File: config.mk
export PLATFORM = sky130hd
export DESIGN_NAME = reg_axil_bridge
export DESIGN_NICKNAME = d
export VERILOG_FILES = /design/src/rtl/reg_axil_bridge.sv
export SDC_FILE = /design/constraint.sdc
export NUM_CORES = 1
export LEC_CHECK = 0
export ABC_AREA = 1
export BUFFER_PORTS_ARGS = -buffer_cell sky130_fd_sc_hd__buf_2
export CAP_MARGIN = 15
export CORE_AREA = 2 2 148 150
export DETAILED_ROUTE_END_ITERATION = 8
export DIE_AREA = 0 0 150 152
export GPL_TIMING_DRIVEN = 1
export HOLD_SLACK_MARGIN = 0.12
export PLACE_DENSITY = 0.63
export SYNTH_ARGS = -nofsm -noshare
export SYNTH_HDL_FRONTEND = slang
export SYNTH_SLANG_ARGS = --single-unit
File: constraint.sdc
create_clock -name ps_clk -period 7.3 [get_ports ps_clk]
set_input_delay 0.365 -clock ps_clk [delete_from_list [all_inputs] [get_ports ps_clk]]
set_output_delay 0.365 -clock ps_clk [all_outputs]
set_load 0.02 [all_outputs]
File: src/rtl/reg_axil_bridge.sv
// AXI4-Lite slave driving the 16-bit-address / 64-bit-data register-manager bus.
// One transaction in flight; strobes are single-cycle and separated by a minimum idle gap.
module reg_axil_bridge #(
  parameter int AXI_ADDR_W = 32,
  parameter int RD_LATENCY = 8,
  parameter int MIN_GAP    = 6
) (
  input  logic                  ps_clk,
  input  logic                  ps_rst,
  input  logic [AXI_ADDR_W-1:0] s_axi_awaddr,
  input  logic                  s_axi_awvalid,
  output logic                  s_axi_awready,
  input  logic [63:0]           s_axi_wdata,
  input  logic [7:0]            s_axi_wstrb,
  input  logic                  s_axi_wvalid,
  output logic                  s_axi_wready,
  output logic [1:0]            s_axi_bresp,
  output logic                  s_axi_bvalid,
  input  logic                  s_axi_bready,
  input  logic [AXI_ADDR_W-1:0] s_axi_araddr,
  input  logic                  s_axi_arvalid,
  output logic                  s_axi_arready,
  output logic [63:0]           s_axi_rdata,
  output logic [1:0]            s_axi_rresp,
  output logic                  s_axi_rvalid,
  input  logic                  s_axi_rready,
  output logic                  o_reg_wen,
  output logic [15:0]           o_reg_waddr,
  output logic [63:0]           o_reg_wdata,
  output logic                  o_reg_ren,
  output logic [15:0]           o_reg_raddr,
  input  logic [63:0]           i_reg_rdata,
  output logic                  o_busy
);

  if (RD_LATENCY < 2 || RD_LATENCY > 63 || MIN_GAP < 1 || MIN_GAP > 63 || AXI_ADDR_W < 16)
  begin : g_param_check
    $error("reg_axil_bridge: parameter out of range");
  end

  if (AXI_ADDR_W > 16) begin : g_hi_addr
    logic w_unused_hi;
    assign w_unused_hi = ^{s_axi_awaddr[AXI_ADDR_W-1:16], s_axi_araddr[AXI_ADDR_W-1:16]};
  end

  localparam logic [1:0] RESP_OKAY   = 2'b00;
  localparam logic [1:0] RESP_SLVERR = 2'b10;
  localparam logic [5:0] LAT_LOAD    = 6'(RD_LATENCY - 1);
  localparam logic [5:0] GAP_LOAD    = 6'(MIN_GAP - 1);

  typedef enum logic [2:0] {
    S_IDLE, S_WR_STROBE, S_WR_RESP, S_RD_STROBE, S_RD_WAIT, S_RD_RESP, S_GAP
  } state_t;

  state_t      r_state, w_next;
  logic [5:0]  r_gap, r_lat;
  logic        r_last_rd, r_wr_err;
  logic [1:0]  r_bresp, r_rresp;
  logic [63:0] r_rdata, r_wdata;
  logic [15:0] r_waddr, r_raddr;

  logic w_idle, w_wr_elig, w_rd_elig, w_sel_wr, w_sel_rd, w_wr_bad, w_rd_bad;

  // Ready is only raised for the channel actually chosen, so a losing channel never handshakes.
  assign w_idle    = (r_state == S_IDLE) && (r_gap == '0) && !ps_rst;
  assign w_wr_elig = s_axi_awvalid && s_axi_wvalid;
  assign w_rd_elig = s_axi_arvalid;
  assign w_sel_wr  = w_idle && w_wr_elig && (!w_rd_elig || r_last_rd);
  assign w_sel_rd  = w_idle && w_rd_elig && (!w_wr_elig || !r_last_rd);
  assign w_wr_bad  = (s_axi_awaddr[2:0] != 3'd0) || (s_axi_wstrb != 8'hFF);
  assign w_rd_bad  = (s_axi_araddr[2:0] != 3'd0);

  always_ff @(posedge ps_clk or posedge ps_rst) begin
    if (ps_rst) r_state <= S_IDLE;
    else        r_state <= w_next;
  end

  always_comb begin
    w_next = r_state;
    case (r_state)
      S_IDLE: begin
        if (w_sel_wr)      w_next = S_WR_STROBE;
        else if (w_sel_rd) w_next = w_rd_bad ? S_RD_RESP : S_RD_STROBE;
      end
      S_WR_STROBE: w_next = S_WR_RESP;
      S_WR_RESP:   if (s_axi_bready) w_next = S_GAP;
      S_RD_STROBE: w_next = S_RD_WAIT;
      S_RD_WAIT:   if (r_lat == '0) w_next = S_RD_RESP;
      S_RD_RESP:   if (s_axi_rready) w_next = S_GAP;
      S_GAP:       if (r_gap == '0) w_next = S_IDLE;
      default:     w_next = S_IDLE;
    endcase
  end

  always_ff @(posedge ps_clk or posedge ps_rst) begin
    if (ps_rst) begin
      r_gap     <= '0;
      r_lat     <= '0;
      r_last_rd <= 1'b1;
      r_wr_err  <= 1'b0;
      r_bresp   <= '0;
      r_rresp   <= '0;
      r_rdata   <= '0;
      r_waddr   <= '0;
      r_wdata   <= '0;
      r_raddr   <= '0;
    end else begin
      if (w_sel_wr) begin
        r_last_rd <= 1'b0;
        r_wr_err  <= w_wr_bad;
        r_bresp   <= w_wr_bad ? RESP_SLVERR : RESP_OKAY;
        if (!w_wr_bad) begin
          r_waddr <= s_axi_awaddr[15:0];
          r_wdata <= s_axi_wdata;
        end
      end
      if (w_sel_rd) begin
        r_last_rd <= 1'b1;
        if (w_rd_bad) begin
          r_rdata <= '0;
          r_rresp <= RESP_SLVERR;
        end else begin
          r_raddr <= s_axi_araddr[15:0];
          r_rresp <= RESP_OKAY;
        end
      end
      if (r_state == S_RD_STROBE) begin
        r_lat <= LAT_LOAD;
      end else if (r_state == S_RD_WAIT) begin
        if (r_lat == '0) r_rdata <= i_reg_rdata;
        else             r_lat   <= r_lat - 6'd1;
      end
      if ((r_state == S_WR_RESP && s_axi_bready) || (r_state == S_RD_RESP && s_axi_rready))
        r_gap <= GAP_LOAD;
      else if (r_state == S_GAP && r_gap != '0)
        r_gap <= r_gap - 6'd1;
    end
  end

  assign s_axi_awready = w_sel_wr;
  assign s_axi_wready  = w_sel_wr;
  assign s_axi_arready = w_sel_rd;
  assign s_axi_bvalid  = (r_state == S_WR_RESP);
  assign s_axi_bresp   = r_bresp;
  assign s_axi_rvalid  = (r_state == S_RD_RESP);
  assign s_axi_rresp   = r_rresp;
  assign s_axi_rdata   = r_rdata;
  assign o_reg_wen     = (r_state == S_WR_STROBE) && !r_wr_err;
  assign o_reg_waddr   = r_waddr;
  assign o_reg_wdata   = r_wdata;
  assign o_reg_ren     = (r_state == S_RD_STROBE);
  assign o_reg_raddr   = r_raddr;
  assign o_busy        = (r_state != S_IDLE);

endmodule

Yosys cells after proc, flatten, opt, wreduce, memory -nomap -nowiden
Cells that the tools add are included.
{ "totals": {"inputBits": 207, "wordCells": 84, "ff_bits": 181, "out_inout_bits": 172} }
{ "classes": {"reduce_logical": 34, "n_addsub": 2, "n_mux": 22, "n_eq_ne": 13, "bitwise_logic": 2} }
{ "op_table": {"columns": ["op", "n"], "rows": [
  ["$mux 64", 5],
  ["$mux 6", 5],
  ["$mux 3", 7],
  ["$pmux 3 s7", 1],
  ["$logic_not 6->1", 2],
  ["$sub 6x1->6 const B", 2],
  ["$logic_and 1x1->1", 11],
  ["$eq 3x3->1 const B", 3],
  ["$reduce_bool 3->1", 3],
  ["$ne 8x8->1 const B", 1],
  ["$eq 3x2->1 const B", 2],
  ["$ne 2x2->1 const B", 3],
  ["$reduce_and 2->1", 3],
  ["$reduce_bool 2->1", 3],
  ["$reduce_bool 6->1", 1],
  ["$logic_not 1->1", 5],
  ["$reduce_and 5->1", 1],
  ["$logic_or 1x1->1", 4],
  ["$mux 2", 2],
  ["$ne 2x1->1 const B", 2],
  ["$eq 3x1->1 const B", 1],
  ["$logic_not 3->1", 1],
  ["$ne 3x3->1 const B", 1],
  ["$mux 1", 2],
  ["$not 1->1", 2]
]} }

Longest topological paths before layout
Gate-level depths: netlist (run 1).
{ "depth": {"ltp_word": 9, "mapped_depth": 11} }

Worst setup path before layout (run 1)
No wires, ideal clock.
{ "synth_timing": {"path_type": "input -> register", "startpoint": "input port ps_rst", "endpoint": "register r_wdata[10], in the netlist o_reg_wdata[10]", "path_stages": 10, "required_ns": 7.184, "setup_slack_ns": 1.812, "setup_ns": 0.116, "path_buffers": 2, "arrival_ns": 5.372, "path_cell_list": "inv_1 > nand3_2 > nor2_4 > nand2_2 > inv_2 > nand2_4 > buf_6 > buf_6 > nand2_1 > nand2_1"} }
{ "synth_between": {"elab_chain_len": 5} }
{ "synth_lines": {"columns": ["item", "line", "source"], "rows": [
  ["start, declared", "9", "input logic ps_rst,"],
  ["$logic_not 1->1 (no source line)", null, null],
  ["$logic_and 1x1->1", "65", "assign w_idle = (r_state == S_IDLE) && (r_gap == '0) && !ps_rst;"],
  ["$logic_and 1x1->1 (2 in a row)", "68", "assign w_sel_wr = w_idle && w_wr_elig && (!w_rd_elig || r_last_rd);"],
  ["via s_axi_awready", "12", "output logic s_axi_awready,"],
  ["$reduce_and 2->1 (no source line)", null, null],
  ["end signal, assigned", "114", "r_wdata <= s_axi_wdata;"],
  ["end, declared", "59", "logic [63:0] r_rdata, r_wdata;"]
]} }
The timed path passes the listed nets, and every way through them passes these cells.
A chain may end at the register's enable or synchronous reset.

Worst setup path after layout (run 1)
{ "layout_timing": {"startpoint": "input port ps_rst", "endpoint": "register r_wdata[23], in the netlist o_reg_wdata[23]"} }
{ "layout_between": {"elab_chain_len": 5} }
{ "layout_lines": {"columns": ["item", "line"], "rows": [
  ["$logic_not 1->1 (no source line)", null],
  ["$logic_and 1x1->1", "65"],
  ["$logic_and 1x1->1 (2 in a row)", "68"],
  ["$reduce_and 2->1 (no source line)", null]
]} }
Every way passes these cells.

==> results.toml, run 1 <==
[outcome]
status = "complete, no violations"

[timing]
report.final.slew_viol_count = 0
tightest_slew_ps = 975
rsz0062_at_grt = "no"
tns_ps = 0
finalSetupViolations = 0
fmax_ghz = 0.308
clock_skew_ps = 11.6
fin_crit_ps = 3240
holdWs_ps = 140
slew_headroom_pct = 34.8
hold_viol_final = 0
finalCritPeriodShare_pct = 44.4

[route]
drcViolationCount = 0
wl_um = 20700
drt_pass1_iterations = 4
post_drt_wl_per_cell_um = 13.6
drt_iter0_drc = 401
via_per_inst = 4.45
drtAntennaViolNets = 0
vias = 6754

[clocking]
postCtsSetupBuffers = 0
root_buffer = "clkbuf_16"
clk_path_buf_depth = 2
cts_tree = "yes"
clkTransAtPathRegs_ps = 80
htreeDepth = 4
holdBufCountCts = 49
cts.repair.resized = 0
numCtsBuffers = 17
clock_sinks = 178
clk_latency_ps = 430

[worst_setup_path]
cp.required_ps = 7660
worstPathArrival_ps = 3600
crit_fanout = 81
worstRegToRegCells = 8
start_kind = "input port"
cp_cell_sequence = "dlygate4sd3_1, buf_2, inv_6, nand3_2, nor2_4, nand2_2, inv_2, nand2_4, inv_2, buf_4, nand2_1, nand2_1"
worst-path-stages = 12
crit_family = "buffers and inverters"
slowest_delay_ps = 630
timing.critical_path.slowest_stage_cell = "buf_4"
cp_num_buf_inv = 6
cp-end-kind = "flop"
worstSetupPathType = "input port to flop"

[place]
io_buffers = 344
dp.final_hpwl_um = 14000
place_congestion = 0.786

[power]
irDropWorstVdd_mv = 0.144
combPwrFrac_pct = 29.8
p_sw_w = 0.00115
p_int_w = 0.00199
clock_power_share_pct = 28.3
leakage_nw = 6.17
power_frac_seq_pct = 41.9
p_sw_share_pct = 36.7
p_per_area_mw_per_mm2 = 307

[finish]
utilization_pct = 48.1
area_growth_pct = 40.4
nets = 1434
n_fill_cell = 2045
drive_gt1_share_pct = 32.2

[grt]
grt_usage_pct = 18.5
grt_start_max_net_pins = 82
grt_antenna_before_repair = 4
grtUsageMet2_pct = 30.0
grt_pass1_vias = 6581
grt_overflow = 0
gr-max-usage-layer = "met2"
met3_usage_pct = 5.38
use_met1_pct = 23.4
grt_pass1_wl_um = 33800

[floorplan]
dieArea_mm2 = 0.0228
core-area_mm2 = 0.0214
dieWidth_um = 150
die_h_um = 152
fp-row-count = 54
start_util_pct = 34.2
pin_count = 379

[synth]
synth_area_mm2 = 0.00731
yosys_warnings = 0
syn_area_per_cell_um2 = 8.64
synth_cell_types = 27
yosys.area.top_type_share_pct = 60.6
synthTopCellsByArea = "dfrtp_1 61%, nand2_1 21%, nand3_1 4.6%"
yosysTopAreaCell = "dfrtp_1"
synth_cells = 846
seq_area_frac_synth_pct = 61.0
ys_ff_latch = 178

[hold_path]
min_path_type = "input port to flop"
hold_depth = 3

[flow_run]
maxCapViolCount = 0
-- path summary, 6_finish.rpt --
path                                       from               to  slack (ps)
worst max-delay path                     ps_rst  o_reg_wdata[23]        4060
worst min-delay path            s_axi_wdata[12]  o_reg_wdata[12]         140
worst max register to register         r_lat[0]  s_axi_rdata[48]        4300
worst min register to register   o_reg_raddr[1]   o_reg_raddr[1]         460
max in group asynchronous                ps_rst  s_axi_rdata[17]        4760
min in group asynchronous                ps_rst  o_reg_wdata[57]         520
-- cell type report --
cell class / count / area (µm²) / share of cell area (%)
sequential: 178 / 4460 / 43.4
multi-input combinational: 591 / 2480 / 24.1
timing repair buffer: 399 / 2260 / 22.0
clock buffer: 19 / 433 / 4.22
tap: 280 / 350 / 3.41
inverter: 36 / 140 / 1.37
clock inverter: 13 / 139 / 1.35
antenna: 3 / 7.51 / 0.0732
-- power groups by stage --
stage / registers, W / clock network, W / logic, W
finish: 0.00132 / 0.000891 / 0.000937
global route: 0.00135 / 0.000965 / 0.00105
CTS: 0.00132 / 0.000918 / 0.000950
detailed placement: 0.00134 / 0 / 0.000929
global placement: 0.00133 / 0 / 0.000913
floorplan: 0.00154 / 0 / 0.000373
-- state kept, by name, indices dropped and copies added (netlist names) --
register     count
o_reg_waddr     16
r_wr_err         1
r_lat            6
o_reg_wdata     64
s_axi_rresp      1
r_state          3
s_axi_rdata     64
o_reg_raddr     16
r_gap            6
r_last_rd        1
-- cells in the final DEF, fill, tap and decap left out --
master / instances
dfrtp_1: 177
dlygate4sd3_1: 49
clkinv_4: 4
a21oi_1: 33
or2_2: 2
nor2_4: 3
inv_1: 31
nand2_2: 2
diode_2: 3
o21ai_0: 13
clkinv_8: 2
inv_2: 4
o22ai_1: 1
a31o_2: 1
inv_6: 4
nand4_1: 2
xor2_1: 2
clkbuf_16: 17
nor2_1: 51
ha_1: 4
conb_1: 2
dfstp_2: 1
inv_8: 4
nand2_1: 403
nand3_2: 2
nor3_2: 1
nor3_1: 1
nand2_4: 1
clkbuf_1: 2
buf_4: 6
nand3_1: 67
buf_2: 344
-- synthesized netlist by cell type --
library cell,n
xor2_1,2
nand2_1,403
o22ai_1,1
nand2_2,2
conb_1,1
buf_6,4
nor3_2,1
nor2_1,51
nor3_1,1
dfrtp_1,177
nand3_1,67
nand3_2,2
a31o_2,1
buf_2,11
inv_1,32
nand2_4,1
nor2_2,1
ha_1,4
inv_2,4
o21ai_0,13
buf_4,12
a21oi_1,33
nand4_1,2
clkbuf_1,15
or2_2,2
dfstp_2,1
nor2_4,2
-- metrics by stage --
stage                     setup WS [ps]  total power (W)  cell area (µm²)  instances
final                              4060          0.00314            10300       1519
after global routing               3710          0.00336            10300       1519
after CTS                          3990          0.00319            10300       1516
after detailed placement           4070          0.00227             9190       1435
after global placement             4070          0.00224             9190       1435
after floorplan                    1810          0.00192             7310        847
-- per-layer routing --
layer | part of all wire, % | up-vias
met4 | 2.3 | 2
met3 | 8.2 | 37
li1 | - | 3378
met1 | 43 | 3066
met2 | 47 | 271
met5 | 0.063 | -
-- cells by family (layout without fill, tap and decap cells) --
family,Yosys count,count (layout),share of synthesized area (%)
other cells,1,5,0.0513
flops,178,178,61.0
xor+xnor,2,2,0.240
fa+ha+maj,4,4,0.685
compound gates,48,48,3.36
simple gates,535,535,29.5
buf+inv,78,467,5.22
-- worst reg2reg max path, delay by kind of cell (launching register included) --
kind                       cells  cell delay, ps
buffers and inverters          3            1170
AOI/OAI and AO/OA              1              60
DFF                            1             360
adders and majority gates      1             180
and+or+nand+nor                3            1100
No activity file was read; power rests on OpenSTA's default activity.
==> inputs of run 2 (changes only) <==
--- a/config.mk
+++ b/config.mk
@@ -8,12 +8,12 @@
 export ABC_AREA = 1
 export BUFFER_PORTS_ARGS = -buffer_cell sky130_fd_sc_hd__buf_2
 export CAP_MARGIN = 15
-export CORE_AREA = 2 2 148 150
+export CORE_AREA = 2 2 145 147
 export DETAILED_ROUTE_END_ITERATION = 8
-export DIE_AREA = 0 0 150 152
+export DIE_AREA = 0 0 147 149
 export GPL_TIMING_DRIVEN = 1
 export HOLD_SLACK_MARGIN = 0.12
-export PLACE_DENSITY = 0.63
+export PLACE_DENSITY = 0.68
 export SYNTH_ARGS = -nofsm -noshare
 export SYNTH_HDL_FRONTEND = slang
 export SYNTH_SLANG_ARGS = --single-unit
==> constraint.sdc (replaced) <==
create_clock -name ps_clk -period 2.95 [get_ports ps_clk]
set_input_delay 0.1475 -clock ps_clk [delete_from_list [all_inputs] [get_ports ps_clk]]
set_output_delay 0.1475 -clock ps_clk [all_outputs]
set_load 0.02 [all_outputs]
==> results.toml, run 2 (same netlist as run 1, synthesis figures left out) <==
[outcome]
status = "finished, violations left"
violations = "hold timing"

[place]
io_buffers = 344
place_ws_ps = 751
dp.final_hpwl_um = 14600
place_congestion = 0.820

[route]
vias = 7415
wl_um = 24200
via_per_inst = 4.58
drcViolationCount = 0
drtAntennaViolNets = 0
drt_pass1_iterations = 5
post_drt_wl_per_cell_um = 15.0
drt_iter0_drc = 264

[finish]
drive_gt1_share_pct = 29.9
final_cell_mix = "403 x nand2_1, 344 x buf_2, 177 x dfrtp_1"
area_growth_pct = 55.9
n_fill_cell = 1796
nets = 1543
n_antenna_cell = 0
final_common_cell = "nand2_1"

[worst_setup_path]
crit_fanout = 25
worstSetupPathType = "flop to flop"
start_kind = "flop"
worstPathArrival_ps = 2560
r2r-start = "r_gap[0]"
cpMostUsedCell = "nand3_1"
cp.required_ps = 3240
cp_cell_sequence = "inv_1, ha_1, nand3_1, nor2_4, nand3_2, buf_4, nand3_1, nand2_1"
cp_num_buf_inv = 2
timing.critical_path.slowest_stage_cell = "nand3_2"
crit_family = "simple AND/OR/NAND/NOR gates"
cp-end-kind = "flop"
slowest_delay_ps = 510
crit_start = "r_gap[0]"

[clocking]
root_buffer = "clkbuf_16"
clkTransAtPathRegs_ps = 70
clk_path_buf_depth = 2
clock_sinks = 178
cts.repair.resized = 0
numCtsBuffers = 17
htreeDepth = 4
clk_latency_ps = 420
cts_tree = "yes"

[timing]
setup_ws_ps = 682
tightest_slew_ps = 1120
finalCritPeriodShare_pct = 76.9
hold_viol_final = 15
rsz0062_at_grt = "no"
slew_headroom_pct = 25.1
report.final.slew_viol_count = 0
fin_crit_ps = 2270
finalSetupViolations = 0
fmax_ghz = 0.441
tns_ps = 0
clock_skew_ps = 11.6
holdWs_ps = -75.2

[grt]
grt_start_max_net_pins = 179
grt_pass1_wl_um = 37800
grt_usage_pct = 21.8
grt_antenna_before_repair = 2
grt_pass1_vias = 7358
grt_overflow = 0

[power]
irDropWorstVdd_mv = 0.361
p_per_area_mw_per_mm2 = 704
leakage_nw = 6.64

[floorplan]
fp-row-count = 53
dieArea_mm2 = 0.0219
pin_count = 379
die_h_um = 149
start_util_pct = 35.5
dieWidth_um = 147
core-area_mm2 = 0.0206

[flow_run]
maxCapViolCount = 0

[hold_path]
min_path_type = "input port to asynchronous set/reset pin"
## run 2: timing repair
item,4_1_cts,5_1_grt
hold endpoints to repair,156,0
endpoints found under the setup margin,0,0
hold buffers,156,0
setup buffers,0,0
## run 2: metal layers
metal  global-route usage (%)  wire, µm
met5                        0        13
met3                     6.70      2280
met2                     36.5     11600
met4                     7.88       531
met1                     26.8      9760
## run 2: layout make-up
type / count / area [µm²] / area share [%]
Tap cell: 275 / 344 / 3.02
Timing Repair Buffer: 508 / 3360 / 29.5
Clock buffer: 19 / 453 / 3.98
Multi-Input combinational cell: 591 / 2500 / 21.9
Clock inverter: 13 / 135 / 1.19
Inverter: 36 / 151 / 1.33
Sequential cell: 178 / 4460 / 39.1
## run 2: per-stage QoR
step                instances  total power [W]  utilization [%]  instance area [µm²]  hold slack [ps]
CTS                      1620          0.00805             55.4                11400              131
global route             1620          0.00851             55.4                11400              129
finish                   1620          0.00801             55.4                11400            -75.2
detailed placement       1432          0.00560             45.0                 9240              346
floorplan                 847          0.00475                -                 7410              257
global placement         1432          0.00553             45.0                 9240              340
## run 2: worst paths after layout
kind | endpoint | slack (ps) | depth (start not counted)
min in group ps_clk | r_last_rd | 160 | 6
hold reg to reg | o_reg_raddr[1] | 470 | 2
setup / recovery | s_axi_rdata[52] | 680 | 8
setup reg to reg | s_axi_rdata[52] | 680 | 8
hold / removal | s_axi_rdata[58] | -80 | 3
max in group asynchronous | r_gap[4] | 2090 | 3
## run 2: worst min-delay path: stages
cell and delay [ps]:
buf_2 110, clkinvlp_4 100, buf_12 520
## run 2: report_power, final
part,switching (W),internal [W]
registers,0.000316,0.00296
clock network,0.00108,0.00118
logic,0.00154,0.000933
total,0.00294,0.00507
